==> src/rtl/spi_polygon_seq_if.sv <==
// Segment request / engine SPI bundle between the polygon sequencer and the line engine.
// master: sequencer side (drives segment request); slave: line engine side.
interface spi_polygon_seq_if #(
  parameter int COORD_W = 9
);
  logic               seg_start;
  logic [1:0]         seg_kind;
  logic [COORD_W-1:0] seg_x1;
  logic [COORD_W-1:0] seg_y1;
  logic [COORD_W-1:0] seg_x2;
  logic [COORD_W-1:0] seg_y2;
  logic               seg_done;
  logic               eng_mosi;
  logic               eng_dc;
  logic               eng_cs;

  modport master (
    output seg_start, seg_kind,
    output seg_x1, seg_y1, seg_x2, seg_y2,
    input  seg_done,
    input  eng_mosi, eng_dc, eng_cs
  );

  modport slave (
    input  seg_start, seg_kind,
    input  seg_x1, seg_y1, seg_x2, seg_y2,
    output seg_done,
    output eng_mosi, eng_dc, eng_cs
  );
endinterface

==> src/rtl/spi_polygon_seq.sv <==
// Polygon / star sequencer: walks vertex-table edges, issues classified segments to the
// line engine and muxes its SPI onto the panel.
// Ports: i_clk, i_rst_n (sync, active-low); table write port i_wr_*; config i_num_verts,
// i_step, i_closed; control i_start, i_abort; seg (engine bundle, master);
// panel SPI o_mosi/o_dc/o_cs; status o_busy/o_done/o_err.
// Option: SPI_POLY_SKIP_DEGENERATE_EN skips edges whose endpoints coincide.
module spi_polygon_seq #(
  parameter int MAX_VERTS = 10,
  parameter int COORD_W   = 9,
  localparam int VW       = $clog2(MAX_VERTS + 1)
) (
  input  logic               i_clk,
  input  logic               i_rst_n,
  input  logic               i_wr_en,
  input  logic [VW-1:0]      i_wr_addr,
  input  logic [COORD_W-1:0] i_wr_x,
  input  logic [COORD_W-1:0] i_wr_y,
  input  logic [VW-1:0]      i_num_verts,
  input  logic [VW-1:0]      i_step,
  input  logic               i_closed,
  input  logic               i_start,
  input  logic               i_abort,
  spi_polygon_seq_if.master  seg,
  output logic               o_mosi,
  output logic               o_dc,
  output logic               o_cs,
  output logic               o_busy,
  output logic               o_done,
  output logic               o_err
);

  typedef enum logic [2:0] {
    S_IDLE,
    S_FETCH,
    S_ISSUE,
    S_WAIT,
    S_FIN
  } state_e;

  localparam logic [VW-1:0] MAXV = VW'(MAX_VERTS);

  state_e             state_q, state_d;
  logic [VW-1:0]      e_q, e_d;
  logic [VW-1:0]      n_q, n_d;
  logic [VW-1:0]      k_q, k_d;
  logic               closed_q, closed_d;
  logic               abort_q, abort_d;
  logic               err_q, err_d;
  logic [1:0]         kind_q, kind_d;
  logic [COORD_W-1:0] x1_q, x1_d;
  logic [COORD_W-1:0] y1_q, y1_d;
  logic [COORD_W-1:0] x2_q, x2_d;
  logic [COORD_W-1:0] y2_q, y2_d;

  logic [COORD_W-1:0] vx_q [MAX_VERTS];
  logic [COORD_W-1:0] vy_q [MAX_VERTS];

  // Vertex table: no reset so contents survive i_rst_n
  always_ff @(posedge i_clk) begin
    if (i_wr_en && state_q == S_IDLE && i_wr_addr < MAXV) begin
      vx_q[i_wr_addr] <= i_wr_x;
      vy_q[i_wr_addr] <= i_wr_y;
    end
  end

  // Edge endpoint indices
  logic [VW-1:0] idx_a, idx_b;
  logic [VW:0]   sum, wrap, edges;
  logic          e_last;

  always_comb begin
    idx_a = e_q;
    // Open polylines use stride 1, which never reaches N, so the
    // conditional subtract only fires for closed polygons.
    sum   = {1'b0, e_q} + {1'b0, (closed_q ? k_q : VW'(1))};
    wrap  = (sum >= {1'b0, n_q}) ? sum - {1'b0, n_q} : sum;
    idx_b = wrap[VW-1:0];
    edges = closed_q ? {1'b0, n_q} : {1'b0, n_q} - (VW+1)'(1);
    e_last = ({1'b0, e_q} + (VW+1)'(1)) == edges;
  end

  // Normalise and classify the fetched edge
  logic [COORD_W-1:0] ax, ay, bx, by;
  logic [COORD_W-1:0] nx1, ny1, nx2, ny2;
  logic [1:0]         nkind;

  always_comb begin
    ax    = vx_q[idx_a];
    ay    = vy_q[idx_a];
    bx    = vx_q[idx_b];
    by    = vy_q[idx_b];
    nkind = 2'd0;
    nx1   = ax;
    ny1   = ay;
    nx2   = bx;
    ny2   = by;
    if (ay == by) begin
      nkind = 2'd0;
      if (ax > bx) begin
        nx1 = bx;
        nx2 = ax;
      end
    end else if (ax == bx) begin
      nkind = 2'd1;
      if (ay > by) begin
        ny1 = by;
        ny2 = ay;
      end
    end else if (ax < bx) begin
      nkind = (by > ay) ? 2'd2 : 2'd3;
    end else begin
      nx1   = bx;
      ny1   = by;
      nx2   = ax;
      ny2   = ay;
      nkind = (ay > by) ? 2'd2 : 2'd3;
    end
  end

  logic cfg_bad;

  always_comb begin
    cfg_bad = (i_num_verts < VW'(2))
           || (i_num_verts > MAXV)
           || (i_closed && (i_step == '0 || i_step >= i_num_verts));
  end

`ifdef SPI_POLY_SKIP_DEGENERATE_EN
  logic degen;

  always_comb begin
    degen = (ax == bx) && (ay == by);
  end
`endif

  always_comb begin
    state_d  = state_q;
    e_d      = e_q;
    n_d      = n_q;
    k_d      = k_q;
    closed_d = closed_q;
    err_d    = err_q;
    kind_d   = kind_q;
    x1_d     = x1_q;
    y1_d     = y1_q;
    x2_d     = x2_q;
    y2_d     = y2_q;
    abort_d  = (state_q == S_IDLE) ? 1'b0 : (abort_q | i_abort);

    unique case (state_q)
      S_IDLE: begin
        if (i_start) begin
          n_d      = i_num_verts;
          k_d      = i_step;
          closed_d = i_closed;
          e_d      = '0;
          err_d    = cfg_bad;
          state_d  = cfg_bad ? S_FIN : S_FETCH;
        end
      end
      S_FETCH: begin
`ifdef SPI_POLY_SKIP_DEGENERATE_EN
        if (degen) begin
          if (abort_q) begin
            err_d   = 1'b1;
            state_d = S_FIN;
          end else if (e_last) begin
            state_d = S_FIN;
          end else begin
            e_d = e_q + VW'(1);
          end
        end else begin
          kind_d  = nkind;
          x1_d    = nx1;
          y1_d    = ny1;
          x2_d    = nx2;
          y2_d    = ny2;
          state_d = S_ISSUE;
        end
`else
        kind_d  = nkind;
        x1_d    = nx1;
        y1_d    = ny1;
        x2_d    = nx2;
        y2_d    = ny2;
        state_d = S_ISSUE;
`endif
      end
      S_ISSUE: begin
        state_d = S_WAIT;
      end
      S_WAIT: begin
        if (seg.seg_done) begin
          if (abort_q || i_abort) begin
            err_d   = 1'b1;
            state_d = S_FIN;
          end else if (e_last) begin
            state_d = S_FIN;
          end else begin
            e_d     = e_q + VW'(1);
            state_d = S_FETCH;
          end
        end
      end
      S_FIN: begin
        state_d = S_IDLE;
      end
      default: begin
        state_d = S_IDLE;
      end
    endcase
  end

  always_ff @(posedge i_clk) begin
    if (!i_rst_n) begin
      state_q  <= S_IDLE;
      e_q      <= '0;
      n_q      <= '0;
      k_q      <= '0;
      closed_q <= 1'b0;
      abort_q  <= 1'b0;
      err_q    <= 1'b0;
      kind_q   <= '0;
      x1_q     <= '0;
      y1_q     <= '0;
      x2_q     <= '0;
      y2_q     <= '0;
    end else begin
      state_q  <= state_d;
      e_q      <= e_d;
      n_q      <= n_d;
      k_q      <= k_d;
      closed_q <= closed_d;
      abort_q  <= abort_d;
      err_q    <= err_d;
      kind_q   <= kind_d;
      x1_q     <= x1_d;
      y1_q     <= y1_d;
      x2_q     <= x2_d;
      y2_q     <= y2_d;
    end
  end

  logic eng_on;

  assign eng_on        = (state_q == S_ISSUE) || (state_q == S_WAIT);
  assign seg.seg_start = (state_q == S_ISSUE);
  assign seg.seg_kind  = kind_q;
  assign seg.seg_x1    = x1_q;
  assign seg.seg_y1    = y1_q;
  assign seg.seg_x2    = x2_q;
  assign seg.seg_y2    = y2_q;
  assign o_mosi        = eng_on & seg.eng_mosi;
  assign o_dc          = eng_on & seg.eng_dc;
  assign o_cs          = eng_on ? seg.eng_cs : 1'b1;
  assign o_busy        = (state_q != S_IDLE);
  assign o_done        = (state_q == S_FIN);
  assign o_err         = err_q;

endmodule
==> src/flat_wrapper.sv <==
// flat-port wrapper written by rule: the top's interface ports become plain ports
module spi_polygon_seq_flat 
#(
  parameter int MAX_VERTS = 10,
  parameter int COORD_W   = 9,
  localparam int VW       = $clog2(MAX_VERTS + 1)
)
  (i_clk, i_rst_n, i_wr_en, i_wr_addr, i_wr_x, i_wr_y, i_num_verts, i_step, i_closed, i_start, i_abort, o_mosi, o_dc, o_cs, o_busy, o_done, o_err, seg_seg_start, seg_seg_kind, seg_seg_x1, seg_seg_y1, seg_seg_x2, seg_seg_y2, seg_seg_done, seg_eng_mosi, seg_eng_dc, seg_eng_cs);
  spi_polygon_seq_if #(.COORD_W(COORD_W)) seg_i ();
  input  logic i_clk;
  input  logic i_rst_n;
  input  logic i_wr_en;
  input  logic [VW-1:0] i_wr_addr;
  input  logic [COORD_W-1:0] i_wr_x;
  input  logic [COORD_W-1:0] i_wr_y;
  input  logic [VW-1:0] i_num_verts;
  input  logic [VW-1:0] i_step;
  input  logic i_closed;
  input  logic i_start;
  input  logic i_abort;
  output logic o_mosi;
  output logic o_dc;
  output logic o_cs;
  output logic o_busy;
  output logic o_done;
  output logic o_err;
  output wire logic [$bits(seg_i.seg_start)-1:0] seg_seg_start;
  output wire logic [$bits(seg_i.seg_kind)-1:0] seg_seg_kind;
  output wire logic [$bits(seg_i.seg_x1)-1:0] seg_seg_x1;
  output wire logic [$bits(seg_i.seg_y1)-1:0] seg_seg_y1;
  output wire logic [$bits(seg_i.seg_x2)-1:0] seg_seg_x2;
  output wire logic [$bits(seg_i.seg_y2)-1:0] seg_seg_y2;
  input wire logic [$bits(seg_i.seg_done)-1:0] seg_seg_done;
  input wire logic [$bits(seg_i.eng_mosi)-1:0] seg_eng_mosi;
  input wire logic [$bits(seg_i.eng_dc)-1:0] seg_eng_dc;
  input wire logic [$bits(seg_i.eng_cs)-1:0] seg_eng_cs;
  assign seg_seg_start = seg_i.seg_start;
  assign seg_seg_kind = seg_i.seg_kind;
  assign seg_seg_x1 = seg_i.seg_x1;
  assign seg_seg_y1 = seg_i.seg_y1;
  assign seg_seg_x2 = seg_i.seg_x2;
  assign seg_seg_y2 = seg_i.seg_y2;
  assign seg_i.seg_done = seg_seg_done;
  assign seg_i.eng_mosi = seg_eng_mosi;
  assign seg_i.eng_dc = seg_eng_dc;
  assign seg_i.eng_cs = seg_eng_cs;
  spi_polygon_seq #(.MAX_VERTS(MAX_VERTS), .COORD_W(COORD_W)) u_core (.i_clk(i_clk), .i_rst_n(i_rst_n), .i_wr_en(i_wr_en), .i_wr_addr(i_wr_addr), .i_wr_x(i_wr_x), .i_wr_y(i_wr_y), .i_num_verts(i_num_verts), .i_step(i_step), .i_closed(i_closed), .i_start(i_start), .i_abort(i_abort), .seg(seg_i), .o_mosi(o_mosi), .o_dc(o_dc), .o_cs(o_cs), .o_busy(o_busy), .o_done(o_done), .o_err(o_err));
endmodule
==> config.mk <==
export PLATFORM = sky130hd
export DESIGN_NAME = spi_polygon_seq_flat
export DESIGN_NICKNAME = d
export VERILOG_FILES = /design/src/rtl/spi_polygon_seq_if.sv /design/src/rtl/spi_polygon_seq.sv /design/src/flat_wrapper.sv
export SDC_FILE = /design/constraint.sdc
export NUM_CORES = 1
export LEC_CHECK = 0
export CAP_MARGIN = 15
export CORE_UTILIZATION = 44
export CTS_CLUSTER_DIAMETER = 30
export DETAILED_ROUTE_END_ITERATION = 8
export SYNTH_ARGS = -nofsm -noshare
export SYNTH_HDL_FRONTEND = slang
export SYNTH_SLANG_ARGS = --single-unit
export TNS_END_PERCENT = 5
==> constraint.sdc <==
create_clock -name i_clk -period 5.57 [get_ports i_clk]
set_input_delay 0.8355 -clock i_clk [delete_from_list [all_inputs] [get_ports i_clk]]
set_output_delay 0.8355 -clock i_clk [all_outputs]
set_load 0.05 [all_outputs]
==> results.sh, run 1 <==
export IMPL_outcome="finished, final reports clean"
export IMPL_die_w_um=171
export IMPL_tightest_slew_ns=0.916
export IMPL_chipHeight_um=171
export IMPL_timing_final_crit_share=0.963
export IMPL_cts_tree="yes"
export IMPL_crit_fanout=8
export IMPL_r2r_cells=27
export IMPL_end_kind="flip-flop"
export IMPL_place_inst=1506
export IMPL_die_area_um2=29300
export IMPL_numCtsBuffers=56
export IMPL_ys_async_sr_fraction=0
export IMPL_drt_iter0_markers=636
export IMPL_cts_htree_levels=2
export IMPL_fmax_ghz=0.186
export IMPL_mostFrequentLayoutCells="edfxtp_1, mux2i_1, buf_4"
export IMPL_crit_required_ns=5.99
export IMPL_layout_cells_non_filler=1637
export IMPL_wl_met2_mm=16.5
export IMPL_slew_headroom=0.388
export IMPL_io_buffers=84
export IMPL_crit_type="reg2reg"
export IMPL_fin_nets=1285
export IMPL_hold_depth=2
export IMPL_rrSetupSlack_ns=0.21
export IMPL_synth_nets=1076
export IMPL_skew_ns=0.0172
export IMPL_start_util=0.450
export IMPL_synthAdderAreaFrac=0.0350
export IMPL_core_um2=28000
export IMPL_worstPathArrival_ns=5.78
export IMPL_postCtsHoldBufs=0
export IMPL_hp_class="reg2reg"
export IMPL_grt_pass1_vias=9274
export IMPL_final_util=0.601
export IMPL_firstDrtPassIters=5
export IMPL_clock_sinks=240
export IMPL_clk_pin_slew_ns=0.05
export IMPL_io_pins=85
export IMPL_wl_met3_mm=2.70
export IMPL_drv_cap=0
export IMPL_worst_setup_path_start_kind="flip-flop"
export IMPL_route_detailed_drc=0
export IMPL_synth_seq_cells=240
export IMPL_routabilityCongestion=0.844
export IMPL_p_leak_nw=6.07
export IMPL_antennaDiodeCount=0
export IMPL_p_per_area_nw_per_um2=438
export IMPL_rsz0062_at_grt="true"
export IMPL_synth_xor_xnor_area_share=0.00834
export IMPL_overflow=0
export IMPL_num_vias=9338
export IMPL_cts_root_buffer="clkbuf_16"
export IMPL_irDropWorstVdd_mv=0.229
export IMPL_dr_max_layer_used="met4"
export IMPL_r2r_start="u_core.k_q[1]"
export IMPL_hold_viol=0
export IMPL_ant_nets=0
export IMPL_slew_violations=0
export IMPL_viasPerCell=5.70
export IMPL_synth_top_family_by_area="multiplexers"
export IMPL_fin_tns_setup_ns=0
export IMPL_ys_types=75
export IMPL_dp_hpwl_mm=23.2
export IMPL_drive_gt1_frac=0.272
export IMPL_grt_usage=0.248
export IMPL_synth_compound_area_frac=0.133
export IMPL_rows=61
export IMPL_synth_edf_count=180
export IMPL_post_drt_wl_per_cell_um=22.1
export IMPL_grt_max_degree=41
export IMPL_min_from="u_core.k_q[0]"
export IMPL_yosys_warnings=0
export IMPL_synth_seq_area_share=0.524
export IMPL_wl_mm=36.1
export IMPL_syn_mean_instance_area_um2=12.6
export IMPL_synth_area_um2=12600
export IMPL_grt_pass1_wl_mm=54.1
export IMPL_rr_endpoint="u_core.seg.seg_y2[3]"
export IMPL_clkLatencyLatePin_ns=0.55
export IMPL_hold_end="u_core.k_q[0]"
export IMPL_antenna_found_initial=0
export IMPL_synth_simple_area_share=0.0853
export IMPL_cts_buffer_depth=3
export IMPL_met1_length_mm=15.9
export IMPL_synth_flop_cell="edfxtp_1"
export IMPL_synth_mux_area_frac=0.178
export IMPL_final_common_cell="edfxtp_1"
export IMPL_fin_crit_ns=5.36
export IMPL_synthToLayoutAreaGrowth_pct=33.7
export IMPL_finalSetupViolCount=0
export IMPL_synth_cells=1002
per-stage QoR:
| step | total power, mW | setup WS (ns) | hold slack [ns] | area, µm² |
|---|---|---|---|---|
| final | 7.37 | 0.208 | 0.448 | 16800 |
| after detailed placement | 3.93 | -0.0706 | 0.445 | 14500 |
| after floorplan | 3.25 | 0.348 | 0.431 | 12600 |
| after global placement | 3.93 | 0.0698 | 0.442 | 14500 |
| after CTS | 7.23 | 0.0252 | 0.451 | 16500 |
| after global routing | 7.65 | -0.0725 | 0.474 | 16800 |
area by class of cell:
class	instances	area, µm²
Fill cell	2307	11200
Tap cell	378	473
Sequential cell	240	6610
Inverter	24	90.1
Timing Repair Buffer	208	1960
Clock inverter	45	484
Multi-Input combinational cell	681	5780
Clock buffer	61	1440
synthesized netlist by cell type (all sizes together), types with 5 or more instances:
master	number	area [µm²]
a21o	12	90.1
mux2	15	173
o21ai	47	246
nor2b	27	169
mux2i	126	1260
o211ai	5	42.5
xnor2	6	52.6
a211oi	37	300
a22oi	13	128
a21oi	57	285
o21a	21	158
o31ai	8	60.1
nand3	35	180
ha	32	400
nand2	67	262
xor2	6	52.6
nor4	5	31.3
edfxtp	180	5410
clkbuf	26	98.8
buf	31	253
a21boi	10	75.1
a211o	5	43.8
a31oi	5	31.3
inv	24	90.1
o221ai	8	70.1
nand3b	6	45.0
dfxtp	60	1200
nor3	14	75.1
mux4	36	811
nor2	30	118
nand2b	5	31.3
and2	12	77.6
and3	5	31.3
sequential cells by signal, indices dropped and copies added, names as in the netlist, named ones only:
name,flops
u_core.vx_q,90
u_core.vy_q,90
u_core.seg.seg_x1,9
u_core.seg.seg_x2,9
u_core.seg.seg_y1,9
u_core.seg.seg_y2,9
u_core.e_q,4
u_core.k_q,4
u_core.n_q,4
u_core.state_q,3
u_core.seg.seg_kind,2
u_core.abort_q,1
u_core.closed_q,1
u_core.o_err,1
routing by layer:
layer / up-vias / global-route usage
met5: - / 0
met4: 0 / 0.0920
met3: 83 / 0.0509
met2: 377 / 0.390
met1: 4544 / 0.337
li1: 4334 / -
where the power goes:
| part | switching, mW | total, mW | internal (mW) |
|---|---|---|---|
| combinational | 1.12 | 2.05 | 0.931 |
| clock | 1.10 | 3.27 | 2.17 |
| sequential | 0.0496 | 2.05 | 2.00 |
repair_timing:
item | CTS | global route
cloned | 1 | 2
buffers inserted | 3 | 19
pin swaps | 1 | 26
endpoints found under the setup margin | 5 | 36
gates resized for setup | 3 | 45
worst max-delay path by stage:
stage,from,end,slack (ns),cells past startpoint
2_1_floorplan,u_core.closed_q,u_core.seg.seg_x2[0],0.35,26
3_3_place_gp,u_core.closed_q,u_core.seg.seg_y1[0],0.07,26
3_5_place_dp,u_core.closed_q,u_core.seg.seg_y1[0],-0.07,26
4_1_cts,u_core.closed_q,u_core.seg.seg_y1[0],0.03,30
5_1_grt,u_core.k_q[0],u_core.seg.seg_y1[7],-0.07,28
6_report,u_core.k_q[1],u_core.seg.seg_y2[3],0.21,27
logic make-up after synthesis:
kind of cell | Yosys count
flops | 240
simple gates | 214
fa+ha+maj | 34
buf+inv | 81
compound gates | 244
mux | 177
xor+xnor | 12
critical path, cell delays in order (launching register included):
cell and delay (ns):
dfxtp_1 0.32, and2_4 0.17, ha_1 0.26, a21o_1 0.17
a21oi_2 0.14, xor2_1 0.19, inv_1 0.07, ha_2 0.18
a211oi_4 0.22, buf_4 0.17, nand2_2 0.10, o21ai_4 0.20
nand2_4 0.15, buf_12 0.18, mux2i_1 0.13, a22oi_2 0.25
a21o_1 0.15, nand2_1 0.05, ha_1 0.33, a21oi_2 0.16
nor2b_1 0.09, o311a_4 0.38, nor3_2 0.14, buf_4 0.14
a211oi_4 0.04, or3_1 0.54, a21oi_1 0.23, a211oi_1 0.06
Power figures use the tool's default switching activity.
==> run 2, diff against run 1 <==
--- a/config.mk
+++ b/config.mk
@@ -9,6 +9,7 @@
 export CORE_UTILIZATION = 44
 export CTS_CLUSTER_DIAMETER = 30
 export DETAILED_ROUTE_END_ITERATION = 8
+export MAX_ROUTING_LAYER = met4
 export SYNTH_ARGS = -nofsm -noshare
 export SYNTH_HDL_FRONTEND = slang
 export SYNTH_SLANG_ARGS = --single-unit
==> results.sh, run 2 (same netlist as run 1, synthesis figures left out) <==
export IMPL_drv_cap=0
export IMPL_clkLatencyLatePin_ns=0.56
export IMPL_routabilityCongestion=0.857
export IMPL_timing_final_crit_share=0.962
export IMPL_cts_tree="yes"
export IMPL_route_detailed_drc=0
export IMPL_core_um2=28000
export IMPL_power_share_sequential=0.278
export IMPL_worstPathArrival_ns=5.79
export IMPL_cts_buffer_depth=3
export IMPL_max_stage_delay_ns=0.36
export IMPL_die_w_um=171
export IMPL_antennaDiodeCount=0
export IMPL_critPathTopFamily="compound AO/OA/AOI/OAI gates"
export IMPL_crit_type="reg2reg"
export IMPL_firstDrtPassIters=5
export IMPL_intPower_mw=5.11
export IMPL_place_inst=1506
export IMPL_r2r_cells=27
export IMPL_mostFrequentLayoutCells="edfxtp_1, mux2i_1, buf_4"
export IMPL_skew_ns=0.0218
export IMPL_irDropWorstVdd_mv=0.229
export IMPL_post_drt_wl_per_cell_um=22.1
export IMPL_ant_nets=0
export IMPL_crit_top_cell="buf_6"
export IMPL_cp_num_buf_inv=5
export IMPL_crit_fanout=8
export IMPL_slew_headroom=0.384
export IMPL_end_kind="flip-flop"
export IMPL_hold_depth=2
export IMPL_drive_gt1_frac=0.272
export IMPL_io_buffers=84
export IMPL_grt_pass1_wl_mm=54.1
export IMPL_crit_required_ns=6.01
export IMPL_outcome="finished, final reports clean"
export IMPL_cp_slowest_cell="ha_1"
export IMPL_hold_viol=0
export IMPL_reg_top3="u_core.vx_q x90, u_core.vy_q x90"
export IMPL_postCtsHoldBufs=0
export IMPL_fin_nets=1285
export IMPL_wl_mm=36.1
export IMPL_p_sw_frac=0.308
export IMPL_num_vias=9319
export IMPL_drt_iter0_markers=673
export IMPL_chipHeight_um=171
export IMPL_p_comb_frac=0.278
export IMPL_final_common_cell="edfxtp_1"
export IMPL_worst_setup_path_start_kind="flip-flop"
export IMPL_p_total_mw=7.38
export IMPL_tightest_slew_ns=0.922
export IMPL_grt_max_degree=41
export IMPL_overflow=0
export IMPL_fmax_ghz=0.187
export IMPL_finalSetupViolCount=0
export IMPL_clock_sinks=240
export IMPL_p_sw_mw=2.27
export IMPL_hp_class="reg2reg"
export IMPL_layout_cells_non_filler=1637
export IMPL_viasPerCell=5.69
export IMPL_p_leak_nw=6.07
export IMPL_rsz0062_at_grt="true"
export IMPL_grt_usage=0.255
export IMPL_power_share_clock=0.443
export IMPL_cts_root_buffer="clkbuf_16"
export IMPL_p_per_area_nw_per_um2=438
export IMPL_cts_htree_levels=2
export IMPL_numCtsBuffers=56
export IMPL_die_area_um2=29300
export IMPL_start_util=0.450
export IMPL_dp_hpwl_mm=23.2
export IMPL_antenna_found_initial=0
export IMPL_synthToLayoutAreaGrowth_pct=33.7
export IMPL_hold_slack_ns=0.448
export IMPL_clk_pin_slew_ns=0.05
export IMPL_slew_violations=0
export IMPL_crit_cells=27
export IMPL_io_pins=85
export IMPL_grt_pass1_vias=9268
export IMPL_fin_crit_ns=5.36
export IMPL_rows=61
[run 2: path summary, 6_finish.rpt]
kind | from | endpoint | slack, ns
min reg2reg | u_core.k_q[0] | u_core.k_q[0] | 0.45
max | u_core.k_q[0] | u_core.seg.seg_y1[0] | 0.21
max reg2reg | u_core.k_q[0] | u_core.seg.seg_y1[0] | 0.21
min | u_core.k_q[0] | u_core.k_q[0] | 0.45
[run 2: layer usage]
metal  routed length (µm)  track usage
met5                    0            -
met4                  924       0.0920
met3                 2490       0.0499
met2                16700        0.391
met1                16000        0.337
[run 2: area by class of cell]
| type | count | area (µm²) |
|---|---|---|
| clock buffer | 61 | 1440 |
| timing repair buffer | 208 | 1960 |
| tap | 378 | 473 |
| inverter | 24 | 90.1 |
| sequential | 240 | 6610 |
| multi-input combinational | 681 | 5780 |
| clock inverter | 45 | 484 |
| fill | 2307 | 11200 |
[run 2: through the flow]
step / setup WS, ns / instance area [µm²] / utilization / setup TNS (ns)
2_1_floorplan: 0.348 / 12600 / - / 0
3_3_place_gp: 0.0698 / 14500 / 0.517 / 0
3_5_place_dp: -0.0706 / 14500 / 0.517 / -0.0706
4_1_cts: 0.0252 / 16500 / 0.588 / 0
5_1_grt: -0.0722 / 16800 / 0.601 / -0.576
6_report: 0.214 / 16800 / 0.601 / 0
[run 2: power by group through the flow]
| stage | registers (mW) | logic (mW) | clock network (mW) |
|---|---|---|---|
| 5_1_grt | 2.06 | 2.20 | 3.39 |
| 6_report | 2.05 | 2.05 | 3.27 |
| 2_1_floorplan | 2.22 | 1.04 | 0 |
| 4_1_cts | 2.05 | 1.88 | 3.30 |
| 3_3_place_gp | 2.08 | 1.84 | 0 |
| 3_5_place_dp | 2.08 | 1.85 | 0 |
[run 2: what timing repair did]
action,in CTS,in global routing
buffers inserted,3,19
gates resized for setup,3,45
pin swaps,1,26
gates cloned,1,2
setup endpoints to repair,5,36
[run 2: worst reg2reg max path: stages (launching register included)]
cell and delay, ns:
dfxtp_1 0.30, nand2b_1 0.13, ha_2 0.18, fa_2 0.34, xor2_1 0.17, ha_1 0.36
nand2_1 0.08, o21a_1 0.19, o21ai_2 0.20, mux2i_4 0.34, buf_6 0.17, clkbuf_16 0.16
mux2i_1 0.20, mux2i_1 0.10, mux2_2 0.30, o21a_1 0.18, ha_1 0.20, nor2b_2 0.15
o21bai_4 0.07, a21oi_2 0.17, nor2_1 0.07, buf_4 0.15, a211oi_4 0.26, buf_6 0.17
buf_6 0.10, nor2_1 0.03, a211o_1 0.26, o221a_1 0.22
